$ cat src/rtl/mem_stage_lsu.sv
// RV32I memory stage: issues byte-enabled word accesses over a req/ack handshake,
// extends load data, passes ALU results through and reports access faults.
module mem_stage_lsu #(
   parameter int unsigned TIMEOUT = 255
) (
   input  logic        clk,
   input  logic        rst,
   input  logic        in_valid,
   output logic        in_ready,
   input  logic        mem_read,
   input  logic        mem_write,
   input  logic        reg_write,
   input  logic [2:0]  funct3,
   input  logic [31:0] alu_result,
   input  logic [31:0] store_data,
   input  logic [4:0]  rd,
   output logic        dmem_req,
   output logic        dmem_we,
   output logic [31:0] dmem_addr,
   output logic [3:0]  dmem_be,
   output logic [31:0] dmem_wdata,
   input  logic        dmem_ack,
   input  logic [31:0] dmem_rdata,
   output logic        out_valid,
   output logic        out_we,
   output logic [4:0]  out_rd,
   output logic [31:0] out_data,
   output logic [1:0]  out_fault
);

   localparam int unsigned CNT_W = (TIMEOUT < 2) ? 1 : $clog2(TIMEOUT + 1);

   localparam logic [1:0] F_NONE  = 2'b00;
   localparam logic [1:0] F_ALIGN = 2'b01;
   localparam logic [1:0] F_ILLEG = 2'b10;
   localparam logic [1:0] F_TMO   = 2'b11;

   typedef enum logic {IDLE, BUSY} state_t;

   state_t           state;
   logic [CNT_W-1:0] cnt;
   logic [2:0]       op_f3;
   logic [1:0]       op_off;
   logic             op_load;
   logic             op_rw;
   logic [4:0]       op_rd;

   logic             accept_c;
   logic             illegal_c;
   logic             misaligned_c;
   logic [3:0]       be_c;
   logic [31:0]      wdata_c;
   logic [31:0]      lane_c;
   logic [31:0]      load_data_c;

   assign accept_c = in_valid & in_ready;

   // Decode of the incoming instruction: legality, alignment, lanes.
   always_comb begin
      illegal_c    = 1'b0;
      misaligned_c = 1'b0;
      be_c         = 4'b1111;
      wdata_c      = store_data;
      if (mem_read && mem_write)
         illegal_c = 1'b1;
      else if (mem_write)
         illegal_c = !(funct3 == 3'b000 || funct3 == 3'b001 || funct3 == 3'b010);
      else if (mem_read)
         illegal_c = !(funct3 == 3'b000 || funct3 == 3'b001 || funct3 == 3'b010 ||
                       funct3 == 3'b100 || funct3 == 3'b101);
      case (funct3[1:0])
         2'b00: begin
            be_c    = 4'b0001 << alu_result[1:0];
            wdata_c = {4{store_data[7:0]}};
         end
         2'b01: begin
            be_c         = alu_result[1] ? 4'b1100 : 4'b0011;
            wdata_c      = {2{store_data[15:0]}};
            misaligned_c = alu_result[0];
         end
         default: misaligned_c = (alu_result[1:0] != 2'b00);
      endcase
   end

   // Lane select and sign/zero extension of the returned word.
   always_comb begin
      lane_c = dmem_rdata >> {op_off, 3'b000};
      case (op_f3)
         3'b000:  load_data_c = {{24{lane_c[7]}}, lane_c[7:0]};
         3'b001:  load_data_c = {{16{lane_c[15]}}, lane_c[15:0]};
         3'b100:  load_data_c = {24'd0, lane_c[7:0]};
         3'b101:  load_data_c = {16'd0, lane_c[15:0]};
         default: load_data_c = lane_c;
      endcase
   end

   always_ff @(posedge clk) begin
      if (rst) begin
         state      <= IDLE;
         in_ready   <= 1'b1;
         dmem_req   <= 1'b0;
         dmem_we    <= 1'b0;
         dmem_addr  <= '0;
         dmem_be    <= '0;
         dmem_wdata <= '0;
         out_valid  <= 1'b0;
         out_we     <= 1'b0;
         out_rd     <= '0;
         out_data   <= '0;
         out_fault  <= F_NONE;
         cnt        <= '0;
         op_f3      <= '0;
         op_off     <= '0;
         op_load    <= 1'b0;
         op_rw      <= 1'b0;
         op_rd      <= '0;
      end else begin
         out_valid <= 1'b0;
         case (state)
            IDLE: begin
               if (accept_c) begin
                  out_rd <= rd;
                  if (!mem_read && !mem_write) begin
                     out_valid <= 1'b1;
                     out_we    <= reg_write && (rd != 5'd0);
                     out_data  <= alu_result;
                     out_fault <= F_NONE;
                  end else if (illegal_c || misaligned_c) begin
                     out_valid <= 1'b1;
                     out_we    <= 1'b0;
                     out_data  <= '0;
                     out_fault <= illegal_c ? F_ILLEG : F_ALIGN;
                  end else begin
                     state      <= BUSY;
                     in_ready   <= 1'b0;
                     dmem_req   <= 1'b1;
                     dmem_we    <= mem_write;
                     dmem_addr  <= {alu_result[31:2], 2'b00};
                     dmem_be    <= be_c;
                     dmem_wdata <= wdata_c;
                     cnt        <= '0;
                     op_f3      <= funct3;
                     op_off     <= alu_result[1:0];
                     op_load    <= mem_read;
                     op_rw      <= reg_write;
                     op_rd      <= rd;
                  end
               end
            end
            BUSY: begin
               if (dmem_ack) begin
                  state     <= IDLE;
                  in_ready  <= 1'b1;
                  dmem_req  <= 1'b0;
                  out_valid <= 1'b1;
                  out_we    <= op_rw && (op_rd != 5'd0);
                  out_data  <= op_load ? load_data_c : 32'd0;
                  out_fault <= F_NONE;
               end else if (TIMEOUT != 0 && cnt == CNT_W'(TIMEOUT - 1)) begin
                  // Ack on this same cycle would have taken the branch above.
                  state     <= IDLE;
                  in_ready  <= 1'b1;
                  dmem_req  <= 1'b0;
                  out_valid <= 1'b1;
                  out_we    <= 1'b0;
                  out_data  <= '0;
                  out_fault <= F_TMO;
               end else begin
                  cnt <= cnt + CNT_W'(1);
               end
            end
            default: state <= IDLE;
         endcase
      end
   end

endmodule
$ cat config.mk
export PLATFORM = sky130hd
export DESIGN_NAME = mem_stage_lsu
export DESIGN_NICKNAME = d
export VERILOG_FILES = /design/src/rtl/mem_stage_lsu.sv
export SDC_FILE = /design/constraint.sdc
export NUM_CORES = 1
export LEC_CHECK = 0
export ABC_AREA = 1
export CAP_MARGIN = 40
export CORE_ASPECT_RATIO = 1.4
export CORE_MARGIN = 2
export CORE_UTILIZATION = 50
export DETAILED_ROUTE_END_ITERATION = 7
export PLACE_DENSITY = 0.87
export SLEW_MARGIN = 20
export SYNTH_ARGS = -nofsm -noshare
export SYNTH_HDL_FRONTEND = slang
export SYNTH_SLANG_ARGS = --single-unit
$ cat constraint.sdc
create_clock -name clk -period 3.83 [get_ports clk]
set_clock_uncertainty 0.15 [all_clocks]
set_input_delay 0.5745 -clock clk [delete_from_list [all_inputs] [get_ports clk]]
set_output_delay 0.5745 -clock clk [all_outputs]
set_load 0.02 [all_outputs]
### Yosys cells after proc, flatten, opt, wreduce, memory -nomap -nowiden

Cells that the tools add are included.

| storage, ports and cells | value |
|---|---|
| register bits | 131 |
| bits of input ports | 111 |
| output and inout bits | 112 |

| cells by class | value |
|---|---|
| add/subtract/negate cells | 1 |
| equality and inequality tests | 16 |
| shift-type cells | 2 |
| multiplexer cells | 57 |
| bitwise operators | 4 |
| reductions and logical operators | 24 |

Operator list:

| kind | count |
|---|---|
| 32-bit 2-to-1 mux | 6 |
| 32-bit one-hot mux with 2 select lines | 2 |
| 32-bit one-hot mux with 4 select lines | 1 |
| 8-bit 2-to-1 mux | 5 |
| 32-bit by 5-bit right shift with 32-bit output | 1 |
| 1-bit 2-to-1 mux | 27 |
| 8-bit one-hot mux with 2 select lines | 1 |
| 3-bit equality test, second input constant | 4 |
| 2-bit 2-to-1 mux | 6 |
| 1-bit one-hot mux with 2 select lines | 6 |
| 2-bit inequality test, second input constant | 5 |
| 5-bit nonzero test | 2 |
| 8-bit by 1-bit adder with 8-bit output, second input constant | 1 |
| 8-bit equality test, second input constant | 1 |
| 4-bit one-hot mux with 2 select lines | 1 |
| 4-bit AND reduction | 2 |
| 3-bit by 1-bit equality test with 1-bit output, second input constant | 2 |
| 3-bit logical NOT | 2 |
| 1-bit logical OR | 5 |
| 5-bit AND reduction | 1 |
| 1-bit logical AND | 4 |
| 1-bit logical NOT | 4 |
| 4-bit 2-to-1 mux | 1 |
| 2-bit one-hot mux with 2 select lines | 1 |
| 11 further kinds | 13 |

### Depth between registers and ports, before layout

Gate-level depths: netlist of run 1.

| depth | value |
|---|---|
| depth after elaboration | 14 |
| mapped depth | 12 |
| mapped depth without buffers | 10 |

### Worst setup path after synthesis of run 1

OpenSTA, ideal clock, no wires.

| timing | value |
|---|---|
| path kind | input to register |
| start | input port funct3[0] |
| end | register dmem_addr[18] |
| setup time | 0.116 ns |
| arrival | 1.608 ns |
| data required time | 3.564 ns |
| setup slack | 1.956 ns |
| stages on the path | 9 |
| cell sequence | buf_4 clkinv_2 nand2_1 a21oi_1 nand3_1 buf_4 buf_2 o21ai_0 nor2_1 |

| on the way | value |
|---|---|
| longest elaborated chain between the ends | 12 |
| elaborated cells on any way between the ends | 20 |

RTL lines:

| element | RTL line | text |
|---|---|---|
| from (decl) | 13 | `input logic [2:0] funct3,` |
| 3-bit by 1-bit equality test with 1-bit output / 3-bit logical NOT (equally long branches) | 67, 69 |  |
| 1-bit logical OR (2 in series) | 67, 69 |  |
| 1-bit logical OR | 69 | `illegal_c = !(funct3 == 3'b000 \|\| funct3 == 3'b001 \|\| funct3 == 3'b010 \|\|` |
| 1-bit logical OR | 70 | `funct3 == 3'b100 \|\| funct3 == 3'b101);` |
| 1-bit logical NOT | 69 |  |
| 1-bit 2-to-1 mux | 68 | `else if (mem_read)` |
| 1-bit 2-to-1 mux | 66 | `else if (mem_write)` |
| 1-bit 2-to-1 mux | 64 | `if (mem_read && mem_write)` |
| 1-bit logical OR * | 128 | `end else if (illegal_c \|\| misaligned_c) begin` |
| 1-bit inverter (no line) * | -- |  |
| 4-bit AND reduction (no line) * | -- |  |
| to (signal assigned) | 138 | `dmem_addr <= {alu_result[31:2], 2'b00};` |
| to (decl) | 19 | `output logic [31:0] dmem_addr,` |

Every way passes the cells marked *; elsewhere a longest branch is shown, timed or not.
A chain may end at the register's enable or synchronous reset.

### Final worst setup path of run 1

| timing | value |
|---|---|
| start | input port funct3[1] |
| end | register out_data[25] |

| on the way | value |
|---|---|
| longest elaborated chain between the ends | 12 |
| elaborated cells on any way between the ends | 20 |

RTL lines:

| element | RTL line | text |
|---|---|---|
| 3-bit by 1-bit equality test with 1-bit output / 3-bit logical NOT (equally long branches) | 67, 69 |  |
| 1-bit logical OR (2 in series) | 67, 69 |  |
| 1-bit logical OR | 69 |  |
| 1-bit logical OR | 70 |  |
| 1-bit logical NOT | 69 |  |
| 1-bit 2-to-1 mux | 68 |  |
| 1-bit 2-to-1 mux | 66 |  |
| 1-bit 2-to-1 mux | 64 |  |
| 1-bit logical OR * | 128 |  |
| 3-bit inequality test (no line) * | -- |  |
| 3-bit AND reduction (no line) * | -- |  |
| to (signal assigned) | 126 | `out_data <= alu_result;` |
| to (signal assigned) | 157 | `out_data <= op_load ? load_data_c : 32'd0;` |
| to (decl) | 27 | `output logic [31:0] out_data,` |

Marked as above.

==> reports/qor.yml, run 1 <==
status: "completed"
clkTransAtPathRegs_ns: 0.06
via_count: 7195
viasPerCell: 5.32
cap_viol_max_count: 0
area_growth_pct: 42.5
async_flop_share_pct: 0
yosysMostFrequentCell: "nand2_1"
cts_max_path_buffers: 2
fin_crit_sh_pct: 75.0
arrival_ns: 3.08
grt_max_degree: 44
drv_slew: 0
ys_top_cells_by_area: "dfxtp_1, nand2_1, nor2_1"
routed_wl_mm: 21.0
cts_root_buf: "clkbuf_16"
placedCellCount: 1322
htree_levels: 4
core_area_mm2: 0.0128
wl_per_cell_um: 15.5
tightest_slew_ns: 0.761
drive_above_1_share_pct: 5.92
start_util_pct: 51.0
yosys_warnings: 0
critical_path.max_fanout: 28
diodes: 0
cts_resized: 0
io_pins: 223
total_leakage_power_nw: 4.01
rows: 49
avgSynthCellArea_um2: 6.55
final-setup-viol-count: 0
grt_overflow: 0
synth_common_cells: "nand2_1, nor2_1, dfxtp_1, nand3_1, o21ai_0"
drt_first_pass_iters: 7
fin_setup_tns_ns: 0
hold_viol: 0
die_width_um: 101
crit_type: "input port to flop"
yosysTopAreaCellShare_pct: 40.1
crit_path_end_kind: "flop"
dp_hpwl_mm: 15.0
io_buffer_count: 220
synth_area_mm2: 0.00653
required_ns: 4.04
clkLatencyLatePin_ns: 0.42
start_kind: "input port"
cts-buffers-inserted: 17
vdd_drop_max_v: 0.000297
rsz0062_at_grt: "no"
grt_pass1_vias: 6849
synth_edf_count: 0
grt_pass1_wl_mm: 33.6
synth-seq-cells: 131
dieHeight_um: 139
drc: 0
slew_headroom_pct: 49.2
antenna_found_initial: 0
post_cts_buffers: 0
ys_seq_area_share_pct: 40.1
dieArea_mm2: 0.0140
synth_largest_area_cell: "dfxtp_1"
p_per_area_mw_per_mm2: 431
finalWeightedCongestion: 0.944
cts_tree: "done"
synth_cell_type_count: 34
antenna_left: 0
clkSinkCount: 131
nNetsFinal: 1301
dr.first_iter.drc_count: 428
hp-class: "flop to flop"
synth-main-ff-cell: "dfxtp_1"
fmax_mhz: 348
fin_crit_ns: 2.87
cts_hold_repair.buffers: 0
grt_usage_pct: 30.3
syn_inst: 998
instances_no_fill: 1353
[layout by cell type, fill, tap and decap left out, types with 3 or more instances in the layout]
cell type / Yosys / routed
clkbuf_16: 0 / 17
nand3_1: 67 / 66
o21ai_1: 24 / 24
nand2_2: 4 / 4
o211ai_1: 8 / 8
bufinv_16: 0 / 4
dfxtp_1: 131 / 131
nand3b_1: 27 / 27
inv_2: 8 / 8
clkdlybuf4s50_1: 0 / 220
inv_1: 37 / 37
nor2_1: 160 / 160
buf_4: 14 / 15
o21ai_0: 63 / 63
nand2_1: 323 / 323
nand3_2: 2 / 3
nand4_1: 3 / 3
a21oi_1: 54 / 54
clkinvlp_4: 0 / 4
[registers in the layout (all words and copies together) (netlist names), 3 cells and up]
signal      flops
cnt             8
dmem_addr      30
dmem_be         4
dmem_wdata     32
op_f3           3
op_rd           5
out_data       32
out_rd          5
[worst max-delay path, stage by stage]
cell and delay, ns:
clkdlybuf4s50_1 0.60, inv_2 0.32, nand2_1 0.13, nand2_1 0.10, nand4_2 0.16, nand2_4 0.35, nand2_4 0.23, inv_2 0.39
nor2_1 0.10, nor2_1 0.11
[cell families (layout without fill, tap and decap cells)]
group	count (synthesis)	in the layout	synth area share, %
adders and majority gates	2	2	0.383
other	1	2	0.0574
DFF	131	131	40.1
xor gates and xnor gates	3	3	0.402
and+or+nand+nor	598	598	38.7
buffers and inverters	111	312	8.27
AOI/OAI and AO/OA	152	152	12.1
[worst paths after layout]
path / endpoint / slack, ns / depth (start not counted) / from
worst min register to register: dmem_wdata[2] / 0.30 / 2 / dmem_wdata[2]
worst max-delay path: out_data[25] / 0.96 / 10 / funct3[1]
worst min-delay path: dmem_wdata[2] / 0.30 / 2 / dmem_wdata[2]
worst max register to register: out_data[25] / 1.56 / 9 / op_f3[1]
[stage by stage]
stage / cell area, um^2 / util, % / hold slack, ns / setup slack (ns) / power, mW
finish: 9310 / 72.7 / 0.299 / 0.957 / 4.01
CTS: 9310 / 72.7 / 0.301 / 0.976 / 4.02
detailed placement: 8690 / 67.8 / 0.288 / 0.565 / 2.29
global placement: 8690 / 67.8 / 0.279 / 0.686 / 2.28
floorplan: 6540 / - / 0.270 / 1.96 / 1.94
global route: 9310 / 72.7 / 0.323 / 0.746 / 4.16
[power breakdown]
| part | internal [mW] | switching, mW |
|---|---|---|
| Combinational | 0.351 | 0.429 |
| Sequential | 1.45 | 0.0471 |
| Clock | 1.10 | 0.631 |
[cell type report]
type / count / area (um^2)
Tap cell: 153 / 191
Sequential cell: 131 / 2620
Clock inverter: 12 / 181
Timing Repair Buffer: 235 / 2310
Multi-Input combinational cell: 757 / 3380
Fill cell: 1070 / 3500
Inverter: 46 / 174
Clock buffer: 19 / 443
[layer usage]
metal	wire length, um	share of wire, %	vias up	global-route usage, %
met4	582	2.8	0	10.9
met3	1780	8.4	48	8.94
met5	0	0	-	0
li1	-	-	3567	-
met1	7890	38	3255	33.4
met2	10800	51	325	54.1
Note: power is estimated with default switching activity, not from simulation.
==> inputs of run 2 (changes only) <==
- CORE_UTILIZATION: 50 -> 46
- PLACE_DENSITY: 0.87 -> 0.81
- clock period: 3.83 -> 2.85 ns (I/O delays scaled with it)
==> reports/qor.yml, run 2 (same netlist as run 1, synthesis figures left out) <==
start_util_pct: 47.0
fin_setup_tns_ns: 0
clkTransAtPathRegs_ns: 0.06
post_dp_cell_area_mm2: 0.00883
wl_per_cell_um: 15.4
io_pins: 223
fmax_mhz: 440
arrival_ns: 2.47
required_ns: 3.05
cap_viol_max_count: 0
pwr-share-seq_pct: 40.0
p_clk_share_pct: 38.8
p_per_area_mw_per_mm2: 537
final-setup-viol-count: 0
rr_worst_depth: 9
reg.largest.list: "dmem_wdata x32, out_data x32, dmem_addr x30"
grt_max_degree: 81
power_switching_share_pct: 29.5
drive_above_1_share_pct: 6.31
viasPerCell: 5.12
rows: 51
cts-buffers-inserted: 17
io_buffer_count: 220
core_area_mm2: 0.0139
cts_hold_repair.buffers: 0
crit_path_end_kind: "flop"
dr.first_iter.drc_count: 409
dieHeight_um: 145
p_comb_share_pct: 21.2
cts_resized: 0
tightest_slew_ns: 0.615
post_cts_buffers: 0
p_int_mw: 3.53
r2r_end: "out_data[24]"
min-delay-start: "cnt[5]"
dp_hpwl_mm: 15.4
fin_crit_ns: 2.27
crit_end: "out_data[24]"
hp-class: "flop to flop"
hold_viol: 0
grt_pass1_vias: 6839
grt_overflow: 0
grt_usage_pct: 28.0
drt_first_pass_iters: 5
slew_headroom_pct: 59.0
final_cell_mix: "nand2_1, clkdlybuf4s50_1, nor2_1, dfxtp_1, nand3_1"
dieArea_mm2: 0.0152
antenna_found_initial: 0
antenna_left: 0
die_width_um: 105
crit_type: "flop to flop"
vdd_drop_max_v: 0.000323
fin_area_mm2: 0.00934
htree_levels: 4
critPathLaunch: "cnt[0]"
r2r-start: "cnt[0]"
rsz0062_at_grt: "no"
area_growth_pct: 43.0
status: "completed"
clkSinkCount: 131
cts_max_path_buffers: 2
switchingPower_mw: 1.48
cts_root_buf: "clkbuf_16"
start_kind: "flop"
diodes: 0
drv_slew: 0
via_count: 7117
routed_wl_mm: 21.4
holdPathStages: 2
nNetsFinal: 1306
drc: 0
finalWeightedCongestion: 0.882
rrSetupSlack_ns: 0.58
total_leakage_power_nw: 4.02
fin_crit_sh_pct: 79.8
layout_commonest_cell: "nand2_1"
critical_path.max_fanout: 23
grt_pass1_wl_mm: 34.2
cts_tree: "done"
clkLatencyLatePin_ns: 0.41
[run 2: worst min-delay path by stage]
stage                     endpoint
detailed placement   dmem_wdata[3]
finish                      cnt[5]
floorplan                 op_rd[1]
global placement          op_rd[0]
global route        dmem_wdata[18]
CTS                         cnt[5]
[run 2: metrics by stage]
stage	setup WS (ns)	utilization, %	power (mW)	instances	hold slack [ns]
6_report	0.576	67.2	5.02	1390	0.298
3_5_place_dp	0.311	63.4	3.10	1359	0.286
2_1_floorplan	1.12	-	2.61	999	0.270
3_3_place_gp	0.336	63.4	3.09	1359	0.282
4_1_cts	0.580	67.2	5.05	1390	0.298
5_1_grt	0.404	67.2	5.23	1390	0.314
[run 2: layer usage]
metal  track usage (%)  share of wire (%)  vias up
met5                 0                  0        -
met4              11.8                3.4        0
met3              6.96                7.9       51
met2              50.1                 51      306
met1              31.4                 38     3185
li1                  -                  -     3575
[run 2: layout make-up]
class	instances	area, um^2
fillers	1267	4570
multi-input cells	757	3380
flip-flops and latches	131	2620
repair buffers	240	2410
clock buffers	18	429
well taps	185	231
inverters	46	174
clock inverters	13	88.8
[run 2: power by group through the flow]
stage / clock network [mW] / registers [mW] / logic, mW
floorplan: 0 / 2.16 / 0.447
global placement: 0 / 2.04 / 1.05
detailed placement: 0 / 2.04 / 1.06
CTS: 1.98 / 2.00 / 1.07
global route: 2.05 / 2.02 / 1.16
finish: 1.95 / 2.00 / 1.06
[run 2: critical path, stage by stage (launching register included)]
cell and delay (ns):
dfxtp_1 0.39, inv_1 0.08, ha_1 0.23, nand3b_2 0.12, nand2_1 0.07, nand2_2 0.30, nand2_4 0.24, inv_2 0.41
nor2_1 0.12, nor2_1 0.09
==> inputs of run 3 (changes only) <==
- clock period: 2.85 -> 2.35 ns (I/O delays scaled with it)
==> reports/qor.yml, run 3 (same netlist as run 1, synthesis figures left out) <==
status: "completed"
drc: 0
cap_viol_max_count: 0
min-delay-start: "dmem_wdata[1]"
post_cts_buffers: 0
max_stage_delay_ns: 0.46
required_ns: 2.55
r2r-start: "op_off[0]"
io_pins: 223
crit_end: "out_data[4]"
cts-buffers-inserted: 17
clkLatencyLatePin_ns: 0.42
drive_above_1_share_pct: 7.62
clkSinkCount: 131
antenna_found_initial: 0
fmax_mhz: 505
crit_chain: "clkdlybuf4s50_1, o21ai_0, nand4_2, nand2_4, nand2_4, inv_2, nor2_1, nor2_1"
viasPerCell: 5.22
arrival_ns: 2.18
hold_ws_ns: 0.302
cts_tree: "done"
vdd_drop_max_v: 0.000441
holdPathStages: 2
cp_slowest_cell: "clkdlybuf4s50_1"
dp_hpwl_mm: 15.8
dieArea_mm2: 0.0152
io_buffer_count: 220
r2r_end: "out_data[25]"
tightest_slew_ns: 0.662
fin_util_pct: 68.7
final_cell_mix: "nand2_1, clkdlybuf4s50_1, nor2_1, dfxtp_1, nand3_1"
clkTransAtPathRegs_ns: 0.06
diodes: 0
dieHeight_um: 145
via_count: 7344
grt_util_met1_pct: 31.1
routed_wl_mm: 21.7
start_kind: "input port"
use_met3_pct: 6.92
crit_path_end_kind: "flop"
start_util_pct: 47.0
core_area_mm2: 0.0139
drt_first_pass_iters: 8
nNetsFinal: 1321
die_width_um: 105
cts_max_path_buffers: 2
layout_setup_ws_ns: 0.369
antenna_left: 0
wl_per_cell_um: 15.4
cts_resized: 0
rsz0062_at_grt: "no"
rrSetupSlack_ns: 0.38
hp-class: "flop to flop"
use_met2_pct: 52.0
grt-busiest-layer: "met2"
total_leakage_power_nw: 4.14
final-setup-viol-count: 0
rr_worst_depth: 9
total_power_mw: 6.50
cts_hold_repair.buffers: 0
grt_overflow: 0
cts_root_buf: "clkbuf_16"
reg.largest.list: "dmem_wdata x32, out_data x32, dmem_addr x30"
grt_pass1_vias: 7040
crit_type: "input port to flop"
rows: 51
layout_commonest_cell: "nand2_1"
critical_path.max_fanout: 23
grt_max_degree: 39
dr.first_iter.drc_count: 378
critPathLaunch: "mem_read"
fin_crit_sh_pct: 84.3
grt_usage_pct: 28.3
area_growth_pct: 46.4
slew_headroom_pct: 55.8
dp_slack_ns: -0.0620
finalWeightedCongestion: 0.879
drv_slew: 0
htree_levels: 4
p_per_area_mw_per_mm2: 680
fin_crit_ns: 1.98
grt_pass1_wl_mm: 34.7
hold_viol: 0
[run 3: cell types whose count changed in the layout (fill, tap and decap cells not counted), sizes merged]
cell / delta
buf: +15
clkinv: -6
inv: +3
bufinv: +2
clkbuf: +2
[run 3: worst max-delay path, delay by kind of cell]
| family | cells | cell delay, ns |
|---|---|---|
| buffers and inverters | 2 | 0.80 |
| and+or+nand+nor | 5 | 0.71 |
| AOI/OAI and AO/OA | 1 | 0.32 |
[run 3: worst min path at each step]
| stage | endpoint | slack, ns |
|---|---|---|
| floorplan | op_rd[1] | 0.27 |
| global placement | dmem_wdata[3] | 0.28 |
| detailed placement | op_rd[0] | 0.29 |
| CTS | op_rd[0] | 0.30 |
| global route | op_rd[0] | 0.32 |
| finish | dmem_wdata[1] | 0.30 |
[run 3: routing by layer]
layer	part of all wire (%)	up-vias
met1	37	3337
met5	0	-
met2	52	342
met4	2.8	0
li1	-	3623
met3	8.2	42
[run 3: final cells by class]
| cell class | count | area [um^2] |
|---|---|---|
| fillers | 1244 | 4350 |
| inverters | 46 | 174 |
| clock buffers | 20 | 467 |
| clock inverters | 12 | 144 |
| multi-input cells | 757 | 3380 |
| well taps | 185 | 231 |
| flip-flops and latches | 131 | 2620 |
| repair buffers | 255 | 2540 |
[run 3: stage by stage]
step | cell area, um^2 | instances | TNS [ns]
after global placement | 8950 | 1374 | 0
after detailed placement | 8950 | 1374 | -0.738
after floorplan | 6540 | 999 | 0
after global routing | 9560 | 1406 | 0
final | 9560 | 1406 | 0
after CTS | 9560 | 1406 | 0
[run 3: where the power goes]
part	switching (mW)	internal (mW)
Sequential	0.0756	2.36
Clock	1.07	1.67
Combinational	0.720	0.613
Total	1.86	4.64
